==> src/rtl/serial_arb_pkg.sv <==
// ----------------------------------------------------------------------------
// serial_arb_pkg : shared types and default sizes for serial_arbiter (rev 1.0)
// ----------------------------------------------------------------------------
`default_nettype none

package serial_arb_pkg;

  localparam int N_DEF = 4;
  localparam int W_DEF = 8;

  typedef enum logic [1:0] {
    ST_IDLE = 2'd0,
    ST_XFER = 2'd1,
    ST_DONE = 2'd2
  } state_e;

endpackage

`default_nettype wire

==> src/rtl/serial_arbiter_bit_counter.sv <==
// ----------------------------------------------------------------------------
// bit_counter : loadable bit counter with terminal-count flag (rev 1.0)
// ----------------------------------------------------------------------------
`default_nettype none

module bit_counter
  import serial_arb_pkg::*;
#(
  parameter int W = W_DEF
) (
  input  logic         clk,
  input  logic         rst,
  input  logic         load_i,
  input  logic         en_i,
  input  logic [W-1:0] len_i,
  output logic         tc_o
);

  logic [W-1:0] cnt_q;
  logic [W-1:0] cnt_d;

  always_comb begin
    cnt_d = cnt_q;
    if (load_i) begin
      cnt_d = '0;
    end else if (en_i) begin
      cnt_d = cnt_q + 1'b1;
    end
  end

  always_ff @(posedge clk or negedge rst) begin
    if (!rst) begin
      cnt_q <= '0;
    end else begin
      cnt_q <= cnt_d;
    end
  end

  // Compare against len-1 so a full-scale length never needs a wider counter.
  assign tc_o = (cnt_q == (len_i - 1'b1));

endmodule

`default_nettype wire

==> src/rtl/serial_arbiter.sv <==
// ----------------------------------------------------------------------------
// serial_arbiter : round-robin owner of a shared serial channel (rev 1.0)
// ----------------------------------------------------------------------------
`default_nettype none

module serial_arbiter
  import serial_arb_pkg::*;
#(
  parameter int N = N_DEF,
  parameter int W = W_DEF
) (
  input  logic           clk,
  input  logic           rst,
  input  logic [N-1:0]   req,
  input  logic [N*W-1:0] nt,
  input  logic [N-1:0]   ser_in,
  output logic           ser_out,
  output logic [N-1:0]   grant,
  output logic [N-1:0]   done,
  output logic           busy
);

  localparam int PW = (N > 1) ? $clog2(N) : 1;

  state_e        state_q, state_d;
  logic [PW-1:0] ptr_q, ptr_d;
  logic [PW-1:0] sel_q, sel_d;
  logic [W-1:0]  len_q, len_d;
  logic [N-1:0]  grant_q, grant_d;
  logic          ser_q, ser_d;
  logic [PW-1:0] pick;
  logic [PW-1:0] idx;
  logic [PW-1:0] ptr_next;
  logic          found;
  logic          cnt_load;
  logic          cnt_en;
  logic          cnt_tc;

  bit_counter #(.W(W)) u_bit_counter (
    .clk    (clk),
    .rst    (rst),
    .load_i (cnt_load),
    .en_i   (cnt_en),
    .len_i  (len_q),
    .tc_o   (cnt_tc)
  );

  // First asserted request at or after ptr, wrapping N-1 -> 0.
  always_comb begin
    found = 1'b0;
    pick  = '0;
    idx   = '0;
    for (int k = 0; k < N; k++) begin
      idx = PW'((int'(ptr_q) + k) % N);
      if (!found && req[idx]) begin
        found = 1'b1;
        pick  = idx;
      end
    end
  end

  assign ptr_next = (int'(sel_q) == N - 1) ? '0 : sel_q + 1'b1;

  always_comb begin
    state_d  = state_q;
    ptr_d    = ptr_q;
    sel_d    = sel_q;
    len_d    = len_q;
    grant_d  = grant_q;
    ser_d    = 1'b0;
    cnt_load = 1'b0;
    cnt_en   = 1'b0;
    done     = '0;
    case (state_q)
      ST_IDLE: begin
        grant_d = '0;
        if (found) begin
          sel_d         = pick;
          len_d         = nt[int'(pick)*W +: W];
          cnt_load      = 1'b1;
          grant_d[pick] = 1'b1;
          state_d       = (len_d != '0) ? ST_XFER : ST_DONE;
        end
      end
      ST_XFER: begin
        if (!req[sel_q]) begin
          // Owner withdrew: drop the channel silently and move the pointer on.
          grant_d = '0;
          ptr_d   = ptr_next;
          state_d = ST_IDLE;
        end else begin
          ser_d  = ser_in[sel_q];
          cnt_en = 1'b1;
          if (cnt_tc) begin
            state_d = ST_DONE;
          end
        end
      end
      ST_DONE: begin
        done    = grant_q;
        grant_d = '0;
        ptr_d   = ptr_next;
        state_d = ST_IDLE;
      end
      default: begin
        grant_d = '0;
        state_d = ST_IDLE;
      end
    endcase
  end

  always_ff @(posedge clk or negedge rst) begin
    if (!rst) begin
      state_q <= ST_IDLE;
      ptr_q   <= '0;
      sel_q   <= '0;
      len_q   <= '0;
      grant_q <= '0;
      ser_q   <= 1'b0;
    end else begin
      state_q <= state_d;
      ptr_q   <= ptr_d;
      sel_q   <= sel_d;
      len_q   <= len_d;
      grant_q <= grant_d;
      ser_q   <= ser_d;
    end
  end

  assign grant   = grant_q;
  assign ser_out = ser_q;
  assign busy    = (state_q != ST_IDLE);

endmodule

`default_nettype wire

==> config.mk <==
export PLATFORM = sky130hd
export DESIGN_NAME = serial_arbiter
export DESIGN_NICKNAME = d
export VERILOG_FILES = /design/src/rtl/serial_arb_pkg.sv /design/src/rtl/serial_arbiter_bit_counter.sv /design/src/rtl/serial_arbiter.sv
export SDC_FILE = /design/constraint.sdc
export NUM_CORES = 1
export LEC_CHECK = 0
export CORE_UTILIZATION = 49
export CTS_BUF_LIST = sky130_fd_sc_hd__clkbuf_8
export DETAILED_ROUTE_END_ITERATION = 16
export PLACE_DENSITY_LB_ADDON = 0.1
export SYNTH_ARGS = -nofsm -noshare
export SYNTH_HDL_FRONTEND = slang
export SYNTH_SLANG_ARGS = --single-unit
==> constraint.sdc <==
create_clock -name clk -period 2.7 [get_ports clk]
set_input_delay 0.27 -clock clk [delete_from_list [all_inputs] [get_ports clk]]
set_output_delay 0.27 -clock clk [all_outputs]
set_load 0.02 [all_outputs]
==> results of run 1 <==
## worst max-delay path: stages (launching register included)
cell	delay, ps
dfrtp_1	430
inv_1	80
ha_1	190
nor3b_1	380
nand2b_1	190
a21oi_1	70
a311o_1	330
a2111oi_1	470
o22ai_1	150
## worst paths after layout
| kind | slack, ps | endpoint | cells past startpoint |
|---|---|---|---|
| hold reg to reg | 510 | grant[3] | 2 |
| setup / recovery | 260 | state_q[0] | 8 |
| setup reg to reg | 260 | state_q[0] | 8 |
| min in group clk | 510 | grant[3] | 2 |
| max in group asynchronous | 2080 | state_q[1] | 2 |
| hold / removal | 360 | u_bit_counter.cnt_q[7] | 2 |
## state kept, by name, indices dropped and copies added, names as in the netlist
register / cells
len_q: 8
u_bit_counter.cnt_q: 8
grant: 4
ptr_q: 2
sel_q: 2
state_q: 2
ser_out: 1
## final cells by class
cell class                      instances  area, µm²
Fill cell                             246       1010
Multi-Input combinational cell        138       1020
Clock buffer                            3       41.3
Sequential cell                        27        676
Timing Repair Buffer                   56        561
Inverter                                5       18.8
Clock inverter                          1       5.00
Tap cell                               46       57.6
## stage by stage
step                      total power [mW]  setup slack, ps  cells  area [µm²]
after floorplan                       1.50              572    176        1770
after global placement                1.78              326    272        2330
after detailed placement              1.84              262    272        2330
after CTS                             2.07              244    276        2380
after global routing                  2.20             45.0    276        2380
final                                 2.05              256    276        2380
## metal layers
metal	part of all wire, %	global-route usage (%)
met3	4.6	1.29
met2	49	35.0
met5	0	0
met1	45	27.8
met4	1.3	7.85
## synth_stat cells (4+ instances only)
master    count  area [µm²]
dfrtp_1      27         676
nand2_1      19        71.3
mux2i_1      18         180
nor2_1       17        63.8
o21ai_0      11        55.1
xor2_1       11        96.3
mux2_2        9         101
xnor2_1       7        61.3
nand4_1       6        37.5
and2_1        5        31.3
inv_1         5        18.8
nand2b_1      4        25.0
## report_power, final
group          internal [mW]  leakage, nW  switching, mW  total (mW)
combinational          0.564        0.660          0.553        1.12
sequential             0.545        0.349          0.166       0.711
clock                  0.103       0.0255          0.122       0.226
## cell usage in the layout (no fill, tap or decap), types with 2 or more instances in the layout
master,Yosys,routed
a21oi_1,3,3
a22o_1,2,2
and2_1,5,5
buf_4,0,4
clkbuf_8,1,3
clkdlybuf4s50_1,0,51
dfrtp_1,27,27
ha_1,3,3
inv_1,5,5
mux2_2,9,9
mux2i_1,18,18
mux4_2,2,2
nand2_1,19,19
nand2b_1,4,4
nand3_1,2,2
nand4_1,6,6
nor2_1,17,17
nor3b_1,2,2
o21ai_0,11,11
xnor2_1,7,7
xor2_1,11,11
## kinds of logic (layout without fill, tap and decap cells)
family / count (synthesis) / count (layout) / share of synthesized area [%]
DFF: 27 / 27 / 38.1
AOI/OAI and AO/OA: 26 / 26 / 11.0
xor gates and xnor gates: 18 / 18 / 8.90
and+or+nand+nor: 62 / 62 / 17.2
muxes: 29 / 29 / 18.4
buffers and inverters: 11 / 65 / 4.24
adders and majority gates: 3 / 3 / 2.12
==> run summary, run 1 <==
- finished clean — outcome
- 0 — total of endpoints with negative setup slack in the final report
- 2440 ps — final critical-path required period
- 4 — detailed-routing iteration count for the pre-antenna-repair pass
- 270 ps — clock network latency to the later pin of the worst-skew pair
- 27 — flip-flop and latch count after synthesis
- 62.1 µm — Die Span Y
- 0 — number of antenna violations at the first check in global routing
- 3860 µm² — area of the die
- 56.9% — remaining max-slew budget at the tightest pin
- 0 — max-cap viol count
- register — critical path endpoint category
- 3000 µm — final HPWL from detailed placement
- reg -> reg — worst setup path category
- 0 — antenna diode count
- 0 — hold_buf cts
- 6490 µm — first-pass GRT wire length
- clkbuf_8 — root cell of the clock tree
- 21 — row cnt
- 0.804 — routability congestion estimate
- 0 — Yosys warning total
- 59 — DRC marker count from the first detailed-route iteration
- 644 ps — slew at the pin closest to its max-slew limit
- 62.1 µm — Chip Width
- 2580 ps — signal arrival time at the worst endpoint
- 6.04 ps — Max Clock Skew
- done — clock tree from TritonCTS
- 221 — number of nets produced by synthesis
- 1770 µm² — Syn Std Cell Area
- 863 nW/µm² — Power Density
- 0 — count of flip-flops with a built-in enable after synthesis
- 51 — Port Buffers
- 276 — net total in the final layout
- 34.3% — area delta synth->final
- 409 MHz — maximum frequency from static timing analysis
- 3390 µm² — core footprint
- 176 — Post-Synthesis Cells
- 70.2% — fin util
- 0 — DR DRC count
- 0 — number of post-CTS setup repair buffers
- 0 — overflow left after global routing
- 0 — post-cts resize count
- dfrtp_1 — most common flop cell mapped by yosys
- 90 ps — clock transition at the registers of the reported paths
- 1465 — DR vias
- 1 — maximum level of the CTS H-tree
- 13.5 µm — mean routed wirelength per cell
- 0 — final hold vios
- 5.31 — average vias per placed instance
- 39 — count of different cell masters after synthesis
- 1474 — via count of the first global-routing pass
- no — setup repair after global routing missed its margin
- 52 — number of I/O pins
- 3 — CTS buffer count
- 1.04 nW — Leak Pwr
- len_q[0] — crit path from
- 10.0% — share of cells above drive strength 1
- 10.1 µm² — Mapped Avg Cell Area
- 27 — Clock Sink Count
- 0 — Pins Over Slew Limit
- 5 — largest driver fanout on the critical path
- 20.7% — Global Route Usage Sum
- 0.595 mV — worst voltage drop across the vdd grid
- 365 ps — Min Hold Slack
- 52.3% — starting utilization of the core area
- 0 ps — Setup TNS Final
- len_q[0] — worst r2r src
- in -> async — class of the tightest hold or removal check
- 2840 ps — WP data required
- 38.1% — register area share after synthesis
- 28 — largest net degree at the start of global routing
- 90.5% — final clock period utilization by the worst path
- 0 — number of antenna-violating nets in the routed design
- 3740 µm — final wirelength
- register — Critical Path Source Type
- 2 — maximum number of buffers from clock root to sink
- 100% — post-synthesis async set-or-reset flop share
Note: power is estimated with default switching activity, not from simulation.
==> run 2, diff against run 1 <==
--- a/config.mk
+++ b/config.mk
@@ -7,3 +7,3 @@
 export LEC_CHECK = 0
-export CORE_UTILIZATION = 49
+export CORE_UTILIZATION = 44
 export CTS_BUF_LIST = sky130_fd_sc_hd__clkbuf_8
==> constraint.sdc (replaced) <==
create_clock -name clk -period 2.2 [get_ports clk]
set_input_delay 0.66 -clock clk [delete_from_list [all_inputs] [get_ports clk]]
set_output_delay 0.66 -clock clk [all_outputs]
set_load 0.02 [all_outputs]
==> run 2 against run 1 <==
  * Sequential share of layout area decreased by 2.7 points
  * Wire length up 10%
  * Cell area up 11%
  * First-iteration DRC count up 32%
  * Sequential cell count did not move
  * Die area rose by 11%
  * Combinational power grew 58%
==> run summary, run 2 (synthesis results as in run 1) <==
- finished clean — outcome
- clkdlybuf4s50_1 — most common cell after layout, fill and taps aside
- 260 ps — clock network latency to the later pin of the worst-skew pair, about the same
- 1636 — via count of the first global-routing pass, +11%
- 0 — Pins Over Slew Limit, unchanged
- 295 — final standard cell count with taps included and fillers excluded, +6.9%
- 2440 µm² — Area after DPL, +4.7%
- 52 — number of I/O pins, unchanged
- 22 — row cnt, +4.8%
- 7030 µm — first-pass GRT wire length, +8.3%
- 0 — number of antenna violations at the first check in global routing, unchanged
- 0 — DR DRC count, unchanged
- 21.4% — Global Route Usage Sum, +0.74 points
- 0 — final hold vios, unchanged
- 9.1% — clock group share of total power, -1.9 points
- 4 — detailed-routing iteration count for the pre-antenna-repair pass, unchanged
- clkdlybuf4s50_1, dfrtp_1, nand2_1, mux2i_1 — highest-count cells in the layout ignoring fill and taps
- -604 ps — pre-CTS WS, -866 ps
- 1552 — DR vias, +5.9%
- 23.8% — grt met1 use, -3.9 points
- 60.9% — Comb power frac, +6.5 points
- register — critical path endpoint category
- 2160 ps — final critical-path required period
- state_q[1] — destination of the worst register-to-register timing path
- 0 — number of antenna-violating nets in the routed design, unchanged
- 19.8% — share of cells above drive strength 1, +9.8 points
- 38.9% — proportion of total power due to net switching, -2.1 points
- 2 — maximum number of buffers from clock root to sink, unchanged
- met2 — GRT busiest layer
- 14.0 µm — mean routed wirelength per cell, +3.4%
- 393 ps — slew at the pin closest to its max-slew limit, -251 ps
- 0 — antenna diode count, unchanged
- grant[3] — beginning of the worst hold path
- 29.9% — sequential fraction of design power, -4.7 points
- 464 MHz — maximum frequency from static timing analysis
- 2.27 ps — Max Clock Skew, -3.78 ps
- 280 ps — largest incremental delay on the critical path, -190 ps
- 0 — max-cap viol count, unchanged
- 27 — Clock Sink Count, unchanged
- 0 — hold_buf cts, unchanged
- 1.19 nW — Leak Pwr, +15%
- input pin — Critical Path Source Type
- 281 — count of filler cells inserted in the layout, +14%
- 10 — reg2reg path depth, +2
- 3 — Crit path buffers/inverters, +2
- buf_2, a21oi_2, o21a_1, o22ai_4, buf_6, buf_16, mux2i_4, mux2_4, nand4_1, nor2_2, a22o_1 — Cell Chain, Critical Path
- 2.08% — met3 demand-to-capacity share in global routing, +0.80 points
- mux2_4 — Critical Path Slowest Stage Cell
- done — clock tree from TritonCTS
- in -> reg — worst setup path category
- 5.26 — average vias per placed instance, -0.88%
- 39.6% — met2 Resource Use GR, +4.5 points
- 47.0% — starting utilization of the core area, -5.3 points
- compound AO/OA/AOI/OAI gates — CP top delay family
- 48.8% — area delta synth->final
- 69.9% — fin util, -0.30 points
- 0 ps — Setup TNS Final, unchanged
- 1100 nW/µm² — Power Density, +28%
- reg -> reg — class of the tightest hold or removal check
- 293 — net total in the final layout, +6.2%
- 78 — DRC marker count from the first detailed-route iteration, +32%
- 65.5 µm — Die Span Y, +5.4%
- 3 — CTS buffer count, unchanged
- 0 — total of endpoints with negative setup slack in the final report, unchanged
- 0 — overflow left after global routing, unchanged
- ptr_q[1] — worst r2r src
- 3770 µm² — core footprint, +11%
- 65.5 µm — Chip Width, +5.4%
- 44.7 ps — post-layout worst setup margin, -212 ps
- 100 ps — r2r setup slk, -160 ps
- 28 — largest net degree at the start of global routing, unchanged
- 3120 µm — final HPWL from detailed placement, +3.9%
- grant[3] — worst hold endpoint
- 73.5% — remaining max-slew budget at the tightest pin, +17 points
- 4280 µm² — area of the die, +11%
- 8 — largest driver fanout on the critical path, +3
- 2 — cell depth of the worst hold path
- 51 — Port Buffers, unchanged
- 2640 µm² — cell area after layout, +11%
- 0.485 mV — worst voltage drop across the vdd grid, -19%
- 98.0% — final clock period utilization by the worst path
- 4130 µm — final wirelength, +10%
- 1.77 mW — Internal Pwr Total, +46%
- 0.783 — routability congestion estimate, -2.7%
- 80 ps — clock transition at the registers of the reported paths, about the same
- 1.13 mW — net switching power of the design, +34%
- 2360 ps — WP data required, -480 ps
- 2310 ps — signal arrival time at the worst endpoint, -270 ps
- 285 — number of placed instances, taps included, +4.8%
- 1 — maximum level of the CTS H-tree, unchanged
- clkbuf_8 — root cell of the clock tree
[run 2: per-stage QoR]
step	hold WS [ps]	total power [mW]
after floorplan	364	1.84
after global placement	482	2.32
after detailed placement	499	2.39
after CTS	520	2.83
after global routing	547	3.13
final	508	2.90
[run 2: power by group through the flow]
stage	Clock, mW	Sequential (mW)	Combinational (mW)
2_1_floorplan	0	0.874	0.967
3_3_place_gp	0	0.851	1.47
3_5_place_dp	0	0.861	1.52
4_1_cts	0.278	0.859	1.69
5_1_grt	0.297	0.902	1.93
6_report	0.265	0.870	1.77
[run 2: worst min-delay path, stage by stage, from the launching register on]
cell and delay, ps:
dfrtp_1 360, nand2_1 50, o21ai_0 70
[run 2: what timing repair did]
action,in CTS,in global routing
gates cloned,2,0
pin swaps,3,2
resized for setup,24,12
endpoints found under the hold margin,0,0
setup endpoints to repair,21,3
setup buffers,4,0
[run 2: layout make-up]
class | instances | area (µm²) | area share [%]
multi-input combinational | 138 | 1080 | 41.1
timing repair buffer | 73 | 752 | 28.5
sequential | 27 | 677 | 25.7
tap | 48 | 60.1 | 2.28
clock buffer | 3 | 41.3 | 1.57
inverter | 5 | 18.8 | 0.712
clock inverter | 1 | 3.75 | 0.142
[run 2: per-layer routing]
metal / share of wire, % / vias to the layer above / wire length, µm
li1: - / 766 / -
met1: 41 / 720 / 1680
met2: 53 / 56 / 2190
met3: 3.7 / 10 / 152
met4: 2.6 / 0 / 108
met5: 0 / - / 0
[run 2: how the worst max path moves through the flow]
stage	start	to	slack [ps]	depth (start not counted)
floorplan	len_q[0]	state_q[0]	70	8
global placement	req[1]	state_q[1]	-540	8
detailed placement	req[1]	state_q[1]	-600	8
CTS	len_q[1]	state_q[0]	20	8
global route	len_q[0]	state_q[0]	-20	8
finish	req[0]	state_q[1]	40	11
==> run 3, diff against run 2 <==
SKIP_LAST_GASP = 1   (was not set)
==> results of run 3 <==
No change in the layout: final DEF, timing and power equal those of run 2.
